File: config.mk
export PLATFORM = sky130hd
export DESIGN_NAME = gpio_dec_display
export DESIGN_NICKNAME = d
export VERILOG_FILES = /design/src/rtl/gpio_dec_display.sv
export SDC_FILE = /design/constraint.sdc
export NUM_CORES = 1
export LEC_CHECK = 0
export ABC_AREA = 1
export ABC_CLOCK_PERIOD_IN_PS = 3700
export CAP_MARGIN = 25
export CORE_MARGIN = 2
export CORE_UTILIZATION = 55
export CTS_CLUSTER_SIZE = 30
export DETAILED_ROUTE_END_ITERATION = 8
export GPL_ROUTABILITY_DRIVEN = 0
export HOLD_SLACK_MARGIN = 0.05
export PLACE_DENSITY = 0.76
export SLEW_MARGIN = 20
export SYNTH_ARGS = -nofsm -noshare
export SYNTH_HDL_FRONTEND = slang
export SYNTH_SLANG_ARGS = --single-unit
File: constraint.sdc
create_clock -name clk -period 3.7 [get_ports clk]
set_input_delay 0.555 -clock clk [delete_from_list [all_inputs] [get_ports clk]]
set_output_delay 0.555 -clock clk [all_outputs]
set_load 0.005 [all_outputs]
File: src/rtl/gpio_dec_display.sv
// rtl/gpio_dec_display.sv - decimal seven-segment driver for the gpio_out bus
// Sequential double-dabble (one shift per cycle) feeding registered BCD and segment outputs.
module gpio_dec_display #(
  parameter int NDIGITS       = 8,
  parameter int BLANK_LEADING = 1
) (
  input  logic                   clk,
  input  logic                   rst,
  input  logic [31:0]            value_in,
  output logic [7*NDIGITS-1:0]   hex_out,
  output logic [4*NDIGITS-1:0]   bcd_out,
  output logic                   overflow,
  output logic                   busy,
  output logic                   done
);

  typedef enum logic [1:0] {IDLE, SHIFT, UPDATE} state_t;

  state_t                 state_q, state_d;
  logic [31:0]            bin_q;
  logic [39:0]            acc_q;
  logic [4:0]             cnt_q;
  logic [31:0]            shown_q;
  logic                   shown_valid_q;
  logic [7*NDIGITS-1:0]   hex_q;
  logic [4*NDIGITS-1:0]   bcd_q;
  logic                   ovf_q;
  logic                   busy_q;
  logic                   done_q;

  logic                   change_c;
  logic                   load_c;
  logic                   shift_c;
  logic                   update_c;
  logic [39:0]            adj_c;
  logic                   ovf_c;
  logic [7*NDIGITS-1:0]   hex_c;

  function automatic logic [6:0] seg7(input logic [3:0] d);
    case (d)
      4'd0:    seg7 = 7'b1000000;
      4'd1:    seg7 = 7'b1111001;
      4'd2:    seg7 = 7'b0100100;
      4'd3:    seg7 = 7'b0110000;
      4'd4:    seg7 = 7'b0011001;
      4'd5:    seg7 = 7'b0010010;
      4'd6:    seg7 = 7'b0000010;
      4'd7:    seg7 = 7'b1111000;
      4'd8:    seg7 = 7'b0000000;
      4'd9:    seg7 = 7'b0010000;
      default: seg7 = 7'b1111111;
    endcase
  endfunction

  assign change_c = (value_in != shown_q) || !shown_valid_q;

  always_ff @(posedge clk) begin
    if (rst) state_q <= IDLE;
    else     state_q <= state_d;
  end

  always_comb begin
    state_d = state_q;
    case (state_q)
      IDLE:    if (change_c) state_d = SHIFT;
      SHIFT:   if (cnt_q == 5'd0) state_d = UPDATE;
      UPDATE:  state_d = IDLE;
      default: state_d = IDLE;
    endcase
  end

  always_comb begin
    load_c   = 1'b0;
    shift_c  = 1'b0;
    update_c = 1'b0;
    case (state_q)
      IDLE:    load_c   = change_c;
      SHIFT:   shift_c  = 1'b1;
      UPDATE:  update_c = 1'b1;
      default: ;
    endcase
  end

  // add-3 correction on every nibble before each shift
  always_comb begin
    adj_c = '0;
    for (int k = 0; k < 10; k++) begin
      adj_c[4*k +: 4] = (acc_q[4*k +: 4] >= 4'd5) ? acc_q[4*k +: 4] + 4'd3 : acc_q[4*k +: 4];
    end
  end

  always_comb begin
    ovf_c = 1'b0;
    for (int k = NDIGITS; k < 10; k++) begin
      ovf_c = ovf_c | (|acc_q[4*k +: 4]);
    end
  end

  // walk from the top digit down; blanking stops at the first non-zero digit
  always_comb begin
    logic lead;
    hex_c = '1;
    lead  = (BLANK_LEADING != 0) && !ovf_c;
    for (int i = NDIGITS - 1; i >= 0; i--) begin
      if (lead && (i > 0) && (acc_q[4*i +: 4] == 4'd0)) begin
        hex_c[7*i +: 7] = 7'b1111111;
      end else begin
        hex_c[7*i +: 7] = seg7(acc_q[4*i +: 4]);
        lead = 1'b0;
      end
    end
  end

  always_ff @(posedge clk) begin
    if (rst) begin
      bin_q         <= '0;
      acc_q         <= '0;
      cnt_q         <= '0;
      shown_q       <= '0;
      shown_valid_q <= 1'b0;
      hex_q         <= '1;
      bcd_q         <= '0;
      ovf_q         <= 1'b0;
      busy_q        <= 1'b0;
      done_q        <= 1'b0;
    end else begin
      done_q <= 1'b0;
      if (load_c) begin
        bin_q   <= value_in;
        shown_q <= value_in;
        acc_q   <= '0;
        cnt_q   <= 5'd31;
        busy_q  <= 1'b1;
      end
      if (shift_c) begin
        acc_q <= {adj_c[38:0], bin_q[31]};
        bin_q <= {bin_q[30:0], 1'b0};
        cnt_q <= cnt_q - 5'd1;
      end
      if (update_c) begin
        bcd_q         <= acc_q[4*NDIGITS-1:0];
        ovf_q         <= ovf_c;
        hex_q         <= hex_c;
        shown_valid_q <= 1'b1;
        done_q        <= 1'b1;
        busy_q        <= 1'b0;
      end
    end
  end

  assign hex_out  = hex_q;
  assign bcd_out  = bcd_q;
  assign overflow = ovf_q;
  assign busy     = busy_q;
  assign done     = done_q;

endmodule

==> run_summary.xml, run 1 <==
<?xml version="1.0" encoding="UTF-8"?>
<metrics>
  <group name="worst_setup_path">
    <metric name="critPathRequiredTime" unit="ns">4.11</metric>
    <metric name="critical-path-slowest-cell" unit="">sky130_fd_sc_hd__clkdlybuf4s50_1</metric>
    <metric name="critPathMostFrequentCell" unit="">sky130_fd_sc_hd__nand2_1</metric>
    <metric name="setup.worst_path.class" unit="">input pin to register</metric>
    <metric name="worst_setup_path_start_kind" unit="">input pin</metric>
    <metric name="critPathCaptureType" unit="">register</metric>
    <metric name="slowest_delay" unit="ns">0.52</metric>
    <metric name="critPathArrivalTime" unit="ns">3.22</metric>
    <metric name="worstPathMaxFanout" unit="">30</metric>
    <metric name="timing.critical_path.cells" unit="">clkdlybuf4s50_1 -&gt; inv_1 -&gt; a21oi_1 -&gt; nand2_1 -&gt; nor2_1 -&gt; nand2_1 -&gt; nor2_1 -&gt; nand3_1 -&gt; nand2_2 -&gt; buf_4 -&gt; nand3_1 -&gt; nand2_1 -&gt; nand2_1 -&gt; inv_1 -&gt; ha_1 -&gt; nand3b_1 -&gt; nand3_1 -&gt; nand2_1</metric>
  </group>
  <group name="clocking">
    <metric name="cts_post_setup_buffers_inserted" unit="">0</metric>
    <metric name="cts_inserted_buffers" unit="">26</metric>
    <metric name="clock_pin_slew_of_the_registers_on_the_worst_case_setup_and_hold_paths" unit="ns">0.06</metric>
    <metric name="clock-sinks" unit="">252</metric>
    <metric name="post_cts_hold_buffer_count" unit="">0</metric>
    <metric name="longest_clk_path_bufs" unit="">3</metric>
    <metric name="clock_latency" unit="ns">0.53</metric>
    <metric name="tritoncts" unit="">done</metric>
    <metric name="clock_tree.htree_level_count" unit="">1</metric>
    <metric name="post_cts.resized_instances" unit="">0</metric>
    <metric name="ctsRootBufferMaster" unit="">sky130_fd_sc_hd__clkbuf_16</metric>
  </group>
  <group name="placed_design">
    <metric name="placed_cells" unit="">1846</metric>
    <metric name="portBuffers" unit="">124</metric>
    <metric name="worst_slack_after_detailed_placement" unit="ns">0.3902</metric>
    <metric name="hpwlAfterDp" unit="mm">17.26</metric>
  </group>
  <group name="final_layout">
    <metric name="diodes" unit="">0</metric>
    <metric name="seqCellArea" unit="um2">5045</metric>
    <metric name="area_delta_synth_final" unit="%">21.00</metric>
    <metric name="instances_no_fill" unit="">1893</metric>
    <metric name="final.fill_count" unit="">1714</metric>
    <metric name="fin_nets" unit="">1706</metric>
    <metric name="layout-drive-gt1-share" unit="%">6.654</metric>
    <metric name="area_of_combinational_cells_with_multiple_inputs" unit="um2">5380</metric>
  </group>
  <group name="logic_synthesis">
    <metric name="ys_types" unit="">41</metric>
    <metric name="synth_area" unit="um2">11320</metric>
    <metric name="synth_top_area_share" unit="%">44.57</metric>
    <metric name="synth.area.top_cells" unit="">sky130_fd_sc_hd__dfxtp_1 45%, sky130_fd_sc_hd__nand2_1 13%, sky130_fd_sc_hd__ha_1 7.5%</metric>
    <metric name="synth-seq-area-share" unit="%">44.57</metric>
    <metric name="netlist.top_cell.by_area" unit="">sky130_fd_sc_hd__dfxtp_1</metric>
    <metric name="postSynthAreaPerCell" unit="um2">7.566</metric>
    <metric name="syn_nets" unit="">1598</metric>
    <metric name="yosys_register_bits" unit="">252</metric>
    <metric name="synth_warnings" unit="">0</metric>
    <metric name="postSynthCellCount" unit="">1496</metric>
  </group>
  <group name="floorplan">
    <metric name="rows" unit="">52</metric>
    <metric name="die_h" unit="um">147.5</metric>
    <metric name="io_pins" unit="">125</metric>
    <metric name="core_area" unit="um2">20230</metric>
    <metric name="chipWidth" unit="um">147.5</metric>
    <metric name="initial_utilization" unit="%">55.94</metric>
    <metric name="die-area" unit="um2">21740</metric>
  </group>
  <group name="sta">
    <metric name="hold_viol_final" unit="">0</metric>
    <metric name="slew-limit-headroom" unit="%">49.45</metric>
    <metric name="finalClockSkew" unit="ns">0.01709</metric>
    <metric name="tightest_slew" unit="ns">0.7572</metric>
    <metric name="setup_viol" unit="">0</metric>
    <metric name="fmax" unit="GHz">0.3569</metric>
    <metric name="fin_ws" unit="ns">0.8980</metric>
    <metric name="finalSetupTns" unit="ns">0</metric>
    <metric name="finalCritPeriodShare" unit="%">75.73</metric>
    <metric name="unrepaired_setup_endpoints_after_global_routing" unit="">no</metric>
    <metric name="period_minus_slack" unit="ns">2.802</metric>
    <metric name="slew_violations" unit="">0</metric>
  </group>
  <group name="flow_run">
    <metric name="max_cap_violations" unit="">0</metric>
  </group>
  <group name="global_routing">
    <metric name="grt_antenna_before_repair" unit="">0</metric>
    <metric name="globalRouteTotalUtil" unit="%">23.42</metric>
    <metric name="grt_pass1_wl" unit="mm">43.28</metric>
    <metric name="largest_net_degree_at_the_start_of_global_routing" unit="">71</metric>
    <metric name="first_global_vias" unit="">9262</metric>
    <metric name="grt_remaining_overflow" unit="">0</metric>
  </group>
  <group name="routing">
    <metric name="routed_wirelength" unit="mm">25.16</metric>
    <metric name="drtIter0Drc" unit="">431</metric>
    <metric name="first_pass_iteration_count_of_the_detailed_router" unit="">5</metric>
    <metric name="vias_per_cell" unit="">5.181</metric>
    <metric name="routed_wire_length_per_instance" unit="um">13.29</metric>
    <metric name="remaining_drc_errors" unit="">0</metric>
    <metric name="routed-via-count" unit="">9807</metric>
    <metric name="antenna_violating_nets_post_route" unit="">0</metric>
  </group>
  <group name="power_and_ir_drop">
    <metric name="vdd_ir_drop_max" unit="V">0.0003703</metric>
    <metric name="power.total" unit="uW">5987</metric>
    <metric name="power_per_cell_area" unit="nW/um2">437.1</metric>
    <metric name="power_leakage" unit="uW">0.006246</metric>
  </group>
  <group name="hold_path">
    <metric name="holdCritPathClass" unit="">input pin to register</metric>
  </group>
  <group name="run_status">
    <metric name="run_status" unit="">completed</metric>
  </group>
</metrics>
[placed cells by master (no fill, tap or decap), types with 2 or more instances in the layout]
cell,instances
sky130_fd_sc_hd__xor2_1,7
sky130_fd_sc_hd__clkbuf_16,27
sky130_fd_sc_hd__ha_1,68
sky130_fd_sc_hd__o31ai_1,2
sky130_fd_sc_hd__o21ai_0,94
sky130_fd_sc_hd__clkdlybuf4s50_1,123
sky130_fd_sc_hd__o211ai_1,11
sky130_fd_sc_hd__nand4_1,4
sky130_fd_sc_hd__clkbuf_1,5
sky130_fd_sc_hd__dfxtp_1,252
sky130_fd_sc_hd__inv_2,8
sky130_fd_sc_hd__nand3_4,3
sky130_fd_sc_hd__nor2_4,2
sky130_fd_sc_hd__inv_1,166
sky130_fd_sc_hd__nand3b_1,21
sky130_fd_sc_hd__o32a_2,21
sky130_fd_sc_hd__clkinvlp_4,3
sky130_fd_sc_hd__o21ai_1,2
sky130_fd_sc_hd__a21oi_1,104
sky130_fd_sc_hd__buf_4,13
sky130_fd_sc_hd__nand2_2,6
sky130_fd_sc_hd__bufinv_16,3
sky130_fd_sc_hd__a31oi_1,35
sky130_fd_sc_hd__clkbuf_8,5
sky130_fd_sc_hd__clkinv_2,3
sky130_fd_sc_hd__nor2_1,114
sky130_fd_sc_hd__or2_2,3
sky130_fd_sc_hd__buf_12,2
sky130_fd_sc_hd__nand3_1,97
sky130_fd_sc_hd__nand2_1,394
sky130_fd_sc_hd__xnor2_1,9
[per-stage QoR]
stage | hold slack, ns | cell area, um2 | util [%]
4_1_cts | 0.4099 | 13700 | 67.68
3_3_place_gp | 0.4431 | 12800 | 63.24
6_report | 0.4242 | 13700 | 67.68
3_5_place_dp | 0.4472 | 12800 | 63.24
5_1_grt | 0.4291 | 13700 | 67.68
2_1_floorplan | 0.4287 | 11320 | -
[cells by family after synthesis]
| family | share of synthesized area (%) |
|---|---|
| compound gates | 14.24 |
| xor+xnor | 1.238 |
| fa+ha+maj | 7.517 |
| buf+inv | 7.959 |
| flops | 44.57 |
| simple gates | 24.47 |
[layer usage]
metal | GRT usage, % | share of wire (%) | vias up
met5 | 0 | 0 | -
met4 | 6.587 | 2.0 | 0
met3 | 3.951 | 5.3 | 40
met2 | 40.33 | 47 | 199
met1 | 30.49 | 45 | 4504
li1 | - | - | 5064
[area by class of cell]
class	instances	share of cell area, %
timing repair buffer	139	10.03
clock inverter	10	0.9958
clock buffer	37	5.573
sequential	252	36.84
tap	270	2.467
multi-input combinational	1010	39.28
inverter	175	4.815
[critical path, delay by kind of cell]
| family | cells | cell delay (ns) |
|---|---|---|
| AO/OA/AOI/OAI | 1 | 0.12 |
| adder cells (fa/ha/maj) | 1 | 0.24 |
| buffers and inverters | 4 | 1.06 |
| AND/OR/NAND/NOR | 12 | 1.26 |
[power breakdown]
| part | switching (uW) | internal, uW | leakage, uW |
|---|---|---|---|
| Sequential | 47.2 | 2790 | 0.00205 |
| Clock | 1050 | 1650 | 0.000434 |
| Combinational | 295 | 157 | 0.00376 |
[worst paths after layout]
path,start,depth (start not counted),slack [ns],end
hold / removal,rst,2,0.42,acc_q[33]$_SDFFE_PP0N_
setup reg to reg,shown_q[25]$_SDFFE_PP0N_,19,1.11,register
hold reg to reg,bin_q[31]$_SDFFE_PP0N_,2,0.46,acc_q[0]$_SDFFE_PP0N_
setup / recovery,value_in[31],18,0.90,register
[synthesized netlist by cell type, drive strengths merged]
| master | n |
|---|---|
| a211o | 1 |
| a211oi | 1 |
| a21oi | 104 |
| a22o | 1 |
| a22oi | 1 |
| a31oi | 35 |
| buf | 19 |
| clkbuf | 40 |
| clkinv | 1 |
| dfxtp | 252 |
| ha | 68 |
| inv | 174 |
| nand2 | 400 |
| nand3 | 101 |
| nand3b | 22 |
| nand4 | 4 |
| nor2 | 118 |
| nor3 | 2 |
| o2111ai | 1 |
| o211ai | 11 |
| o21ai | 96 |
| o22a | 1 |
| o22ai | 1 |
| o31ai | 2 |
| o32a | 21 |
| or2 | 3 |
| xnor2 | 9 |
| xor2 | 7 |
Note: power is estimated with default switching activity, not from simulation.
==> inputs of run 2 (changes only) <==
ABC_CLOCK_PERIOD_IN_PS = 2400   (was 3700)
CORE_UTILIZATION = 51   (was 55)
PLACE_DENSITY = 0.74   (was 0.76)
clock period = 2.4 ns   (was 3.7 ns; I/O delays follow)
==> run 2 against run 1 <==
Against the previous run: clock power is 49% higher; worst hold slack worse by 0.22 ns; global-route usage is 0.65 points lower; first-iteration DRC count grew 11%; non-clock buffer count rose by 103; clock skew increased by 0.00057 ns; wire length increased by 12%; combinational power increased by 82%; power increased by 54%.
==> run_summary.xml, run 2 (synthesized netlist as in run 1, its figures left out) <==
<?xml version="1.0" encoding="UTF-8"?>
<metrics>
  <group name="sta">
    <metric name="unrepaired_setup_endpoints_after_global_routing" unit="">yes</metric>
    <metric name="finalClockSkew" unit="ns">0.01766</metric>
    <metric name="tightest_slew" unit="ns">0.7534</metric>
    <metric name="period_minus_slack" unit="ns">2.379</metric>
    <metric name="finalSetupTns" unit="ns">0</metric>
    <metric name="slew_violations" unit="">0</metric>
    <metric name="hold_viol_final" unit="">0</metric>
    <metric name="setup_viol" unit="">0</metric>
    <metric name="finalCritPeriodShare" unit="%">99.12</metric>
    <metric name="slew-limit-headroom" unit="%">49.77</metric>
    <metric name="fmax" unit="GHz">0.4204</metric>
  </group>
  <group name="floorplan">
    <metric name="initial_utilization" unit="%">51.86</metric>
    <metric name="rows" unit="">54</metric>
    <metric name="die_h" unit="um">153.0</metric>
    <metric name="core_area" unit="um2">21820</metric>
    <metric name="die-area" unit="um2">23400</metric>
    <metric name="io_pins" unit="">125</metric>
    <metric name="chipWidth" unit="um">153.0</metric>
  </group>
  <group name="final_layout">
    <metric name="instances_no_fill" unit="">2002</metric>
    <metric name="area_delta_synth_final" unit="%">32.74</metric>
    <metric name="most-common-layout-cells" unit="">362 x sky130_fd_sc_hd__nand2_1, 248 x sky130_fd_sc_hd__dfxtp_1, 149 x sky130_fd_sc_hd__inv_1</metric>
    <metric name="final.fill_count" unit="">1734</metric>
    <metric name="seqCellArea" unit="um2">5050</metric>
    <metric name="most_common_cell_after_layout_fill_and_taps_aside" unit="">sky130_fd_sc_hd__nand2_1</metric>
    <metric name="area_of_combinational_cells_with_multiple_inputs" unit="um2">5778</metric>
    <metric name="layout-drive-gt1-share" unit="%">17.19</metric>
    <metric name="fin_nets" unit="">1808</metric>
    <metric name="layout.cell_area.non_filler" unit="um2">15020</metric>
    <metric name="diodes" unit="">0</metric>
  </group>
  <group name="worst_setup_path">
    <metric name="critPathLaunch" unit="">acc_q[13]$_SDFFE_PP0N_</metric>
    <metric name="critPathArrivalTime" unit="ns">2.79</metric>
    <metric name="worst_setup_path_start_kind" unit="">register</metric>
    <metric name="r2r_cells" unit="">14</metric>
    <metric name="critPathCaptureType" unit="">register</metric>
    <metric name="worstPathMaxFanout" unit="">5</metric>
    <metric name="critPathRequiredTime" unit="ns">2.82</metric>
    <metric name="reg2reg_setup_slack" unit="ns">0.02</metric>
    <metric name="critical_path.reg2reg.startpoint" unit="">acc_q[13]$_SDFFE_PP0N_</metric>
    <metric name="setup.worst_path.class" unit="">register to register</metric>
  </group>
  <group name="flow_run">
    <metric name="max_cap_violations" unit="">0</metric>
  </group>
  <group name="routing">
    <metric name="remaining_drc_errors" unit="">0</metric>
    <metric name="drtIter0Drc" unit="">477</metric>
    <metric name="route.top_layer_used" unit="">met4</metric>
    <metric name="route.met2.wl" unit="mm">13.68</metric>
    <metric name="vias_per_cell" unit="">5.202</metric>
    <metric name="routed_wirelength" unit="mm">28.16</metric>
    <metric name="route.layer.met1.wl" unit="mm">12.36</metric>
    <metric name="antenna_violating_nets_post_route" unit="">0</metric>
    <metric name="routed-via-count" unit="">10420</metric>
    <metric name="met3_length" unit="mm">1.344</metric>
    <metric name="first_pass_iteration_count_of_the_detailed_router" unit="">7</metric>
    <metric name="routed_wire_length_per_instance" unit="um">14.06</metric>
  </group>
  <group name="global_routing">
    <metric name="globalRouteTotalUtil" unit="%">22.76</metric>
    <metric name="first_global_vias" unit="">9849</metric>
    <metric name="grt_pass1_wl" unit="mm">45.57</metric>
    <metric name="largest_net_degree_at_the_start_of_global_routing" unit="">75</metric>
    <metric name="grt_antenna_before_repair" unit="">0</metric>
    <metric name="grt_remaining_overflow" unit="">0</metric>
  </group>
  <group name="power_and_ir_drop">
    <metric name="power_leakage" unit="uW">0.006872</metric>
    <metric name="vdd_ir_drop_max" unit="V">0.0005482</metric>
    <metric name="power_per_cell_area" unit="nW/um2">613.5</metric>
  </group>
  <group name="clocking">
    <metric name="longest_clk_path_bufs" unit="">3</metric>
    <metric name="clock-sinks" unit="">252</metric>
    <metric name="post_cts_hold_buffer_count" unit="">0</metric>
    <metric name="tritoncts" unit="">done</metric>
    <metric name="clock_pin_slew_of_the_registers_on_the_worst_case_setup_and_hold_paths" unit="ns">0.07</metric>
    <metric name="clock_tree.htree_level_count" unit="">1</metric>
    <metric name="ctsRootBufferMaster" unit="">sky130_fd_sc_hd__clkbuf_16</metric>
    <metric name="cts_inserted_buffers" unit="">25</metric>
    <metric name="clock_latency" unit="ns">0.52</metric>
  </group>
  <group name="placed_design">
    <metric name="placed_cells" unit="">1944</metric>
    <metric name="portBuffers" unit="">124</metric>
    <metric name="hpwlAfterDp" unit="mm">18.57</metric>
    <metric name="post_dp_cell_area" unit="um2">13560</metric>
  </group>
  <group name="hold_path">
    <metric name="holdCritPathClass" unit="">input pin to register</metric>
  </group>
  <group name="run_status">
    <metric name="run_status" unit="">completed</metric>
  </group>
</metrics>
run 2: through the flow:
| step | total power [uW] | hold WS [ns] | setup slack [ns] | utilization, % |
|---|---|---|---|---|
| global placement | 5207 | 0.4434 | -0.5455 | 62.12 |
| floorplan | 4920 | 0.4287 | 0.1523 | - |
| CTS | 9224 | 0.1801 | 0.007017 | 66.01 |
| finish | 9218 | 0.2057 | 0.02118 | 68.85 |
| global route | 9546 | 0.2393 | -0.09755 | 68.85 |
| detailed placement | 5226 | 0.4474 | -0.6372 | 62.12 |
run 2: what timing repair did:
action / CTS / global route
pin swaps: 0 / 40
setup endpoints to repair: 22 / 69
setup buffers: 0 / 14
gates resized for setup: 4 / 147
gates cloned: 0 / 1
run 2: critical path, stage by stage (launching register included):
cell	delay, ns
sky130_fd_sc_hd__dfxtp_1	0.33
sky130_fd_sc_hd__inv_1	0.17
sky130_fd_sc_hd__ha_1	0.21
sky130_fd_sc_hd__inv_1	0.06
sky130_fd_sc_hd__nor2_1	0.14
sky130_fd_sc_hd__o21ai_2	0.10
sky130_fd_sc_hd__o21ai_0	0.27
sky130_fd_sc_hd__nand2_2	0.13
sky130_fd_sc_hd__nand2_4	0.10
sky130_fd_sc_hd__inv_4	0.05
sky130_fd_sc_hd__buf_4	0.13
sky130_fd_sc_hd__ha_1	0.18
sky130_fd_sc_hd__nand3b_1	0.21
sky130_fd_sc_hd__nand3_1	0.13
sky130_fd_sc_hd__nand2_1	0.05
run 2: routing by layer:
metal / vias to the layer above / GRT usage [%]
met5: - / 0
met4: 0 / 6.922
met3: 60 / 2.977
met2: 272 / 39.87
met1: 4828 / 29.32
li1: 5255 / -
run 2: worst min-delay path by stage:
| stage | startpoint | to | slack, ns | cells after the start |
|---|---|---|---|---|
| global route | rst | acc_q[2]$_SDFFE_PP0N_ | 0.24 | 2 |
| floorplan | bin_q[31]$_SDFFE_PP0N_ | acc_q[0]$_SDFFE_PP0N_ | 0.43 | 2 |
| finish | rst | acc_q[33]$_SDFFE_PP0N_ | 0.21 | 2 |
| global placement | bcd_out[1]$_SDFFE_PP0P_ | bcd_out[1]$_SDFFE_PP0P_ | 0.44 | 2 |
| detailed placement | bcd_out[14]$_SDFFE_PP0P_ | bcd_out[14]$_SDFFE_PP0P_ | 0.45 | 2 |
| CTS | rst | acc_q[33]$_SDFFE_PP0N_ | 0.18 | 2 |
run 2: power breakdown:
part	switching (uW)	total, uW	internal [uW]
registers	72.0	4370	4300
clock network	1630	4020	2400
logic	500	824	324
total	2200	9220	7020
run 2: final cells by class:
class	instances	share of cell area, %
repair buffers	242	15.51
inverters	175	4.522
clock buffers	30	4.422
well taps	280	2.332
multi-input cells	1010	38.46
clock inverters	13	1.149
flip-flops and latches	252	33.61
==> inputs of run 3 (changes only) <==
GPL_ROUTABILITY_DRIVEN = not set   (was 0)
==> results of run 3 <==
Final layout, timing and power as in run 2 (identical DEF).
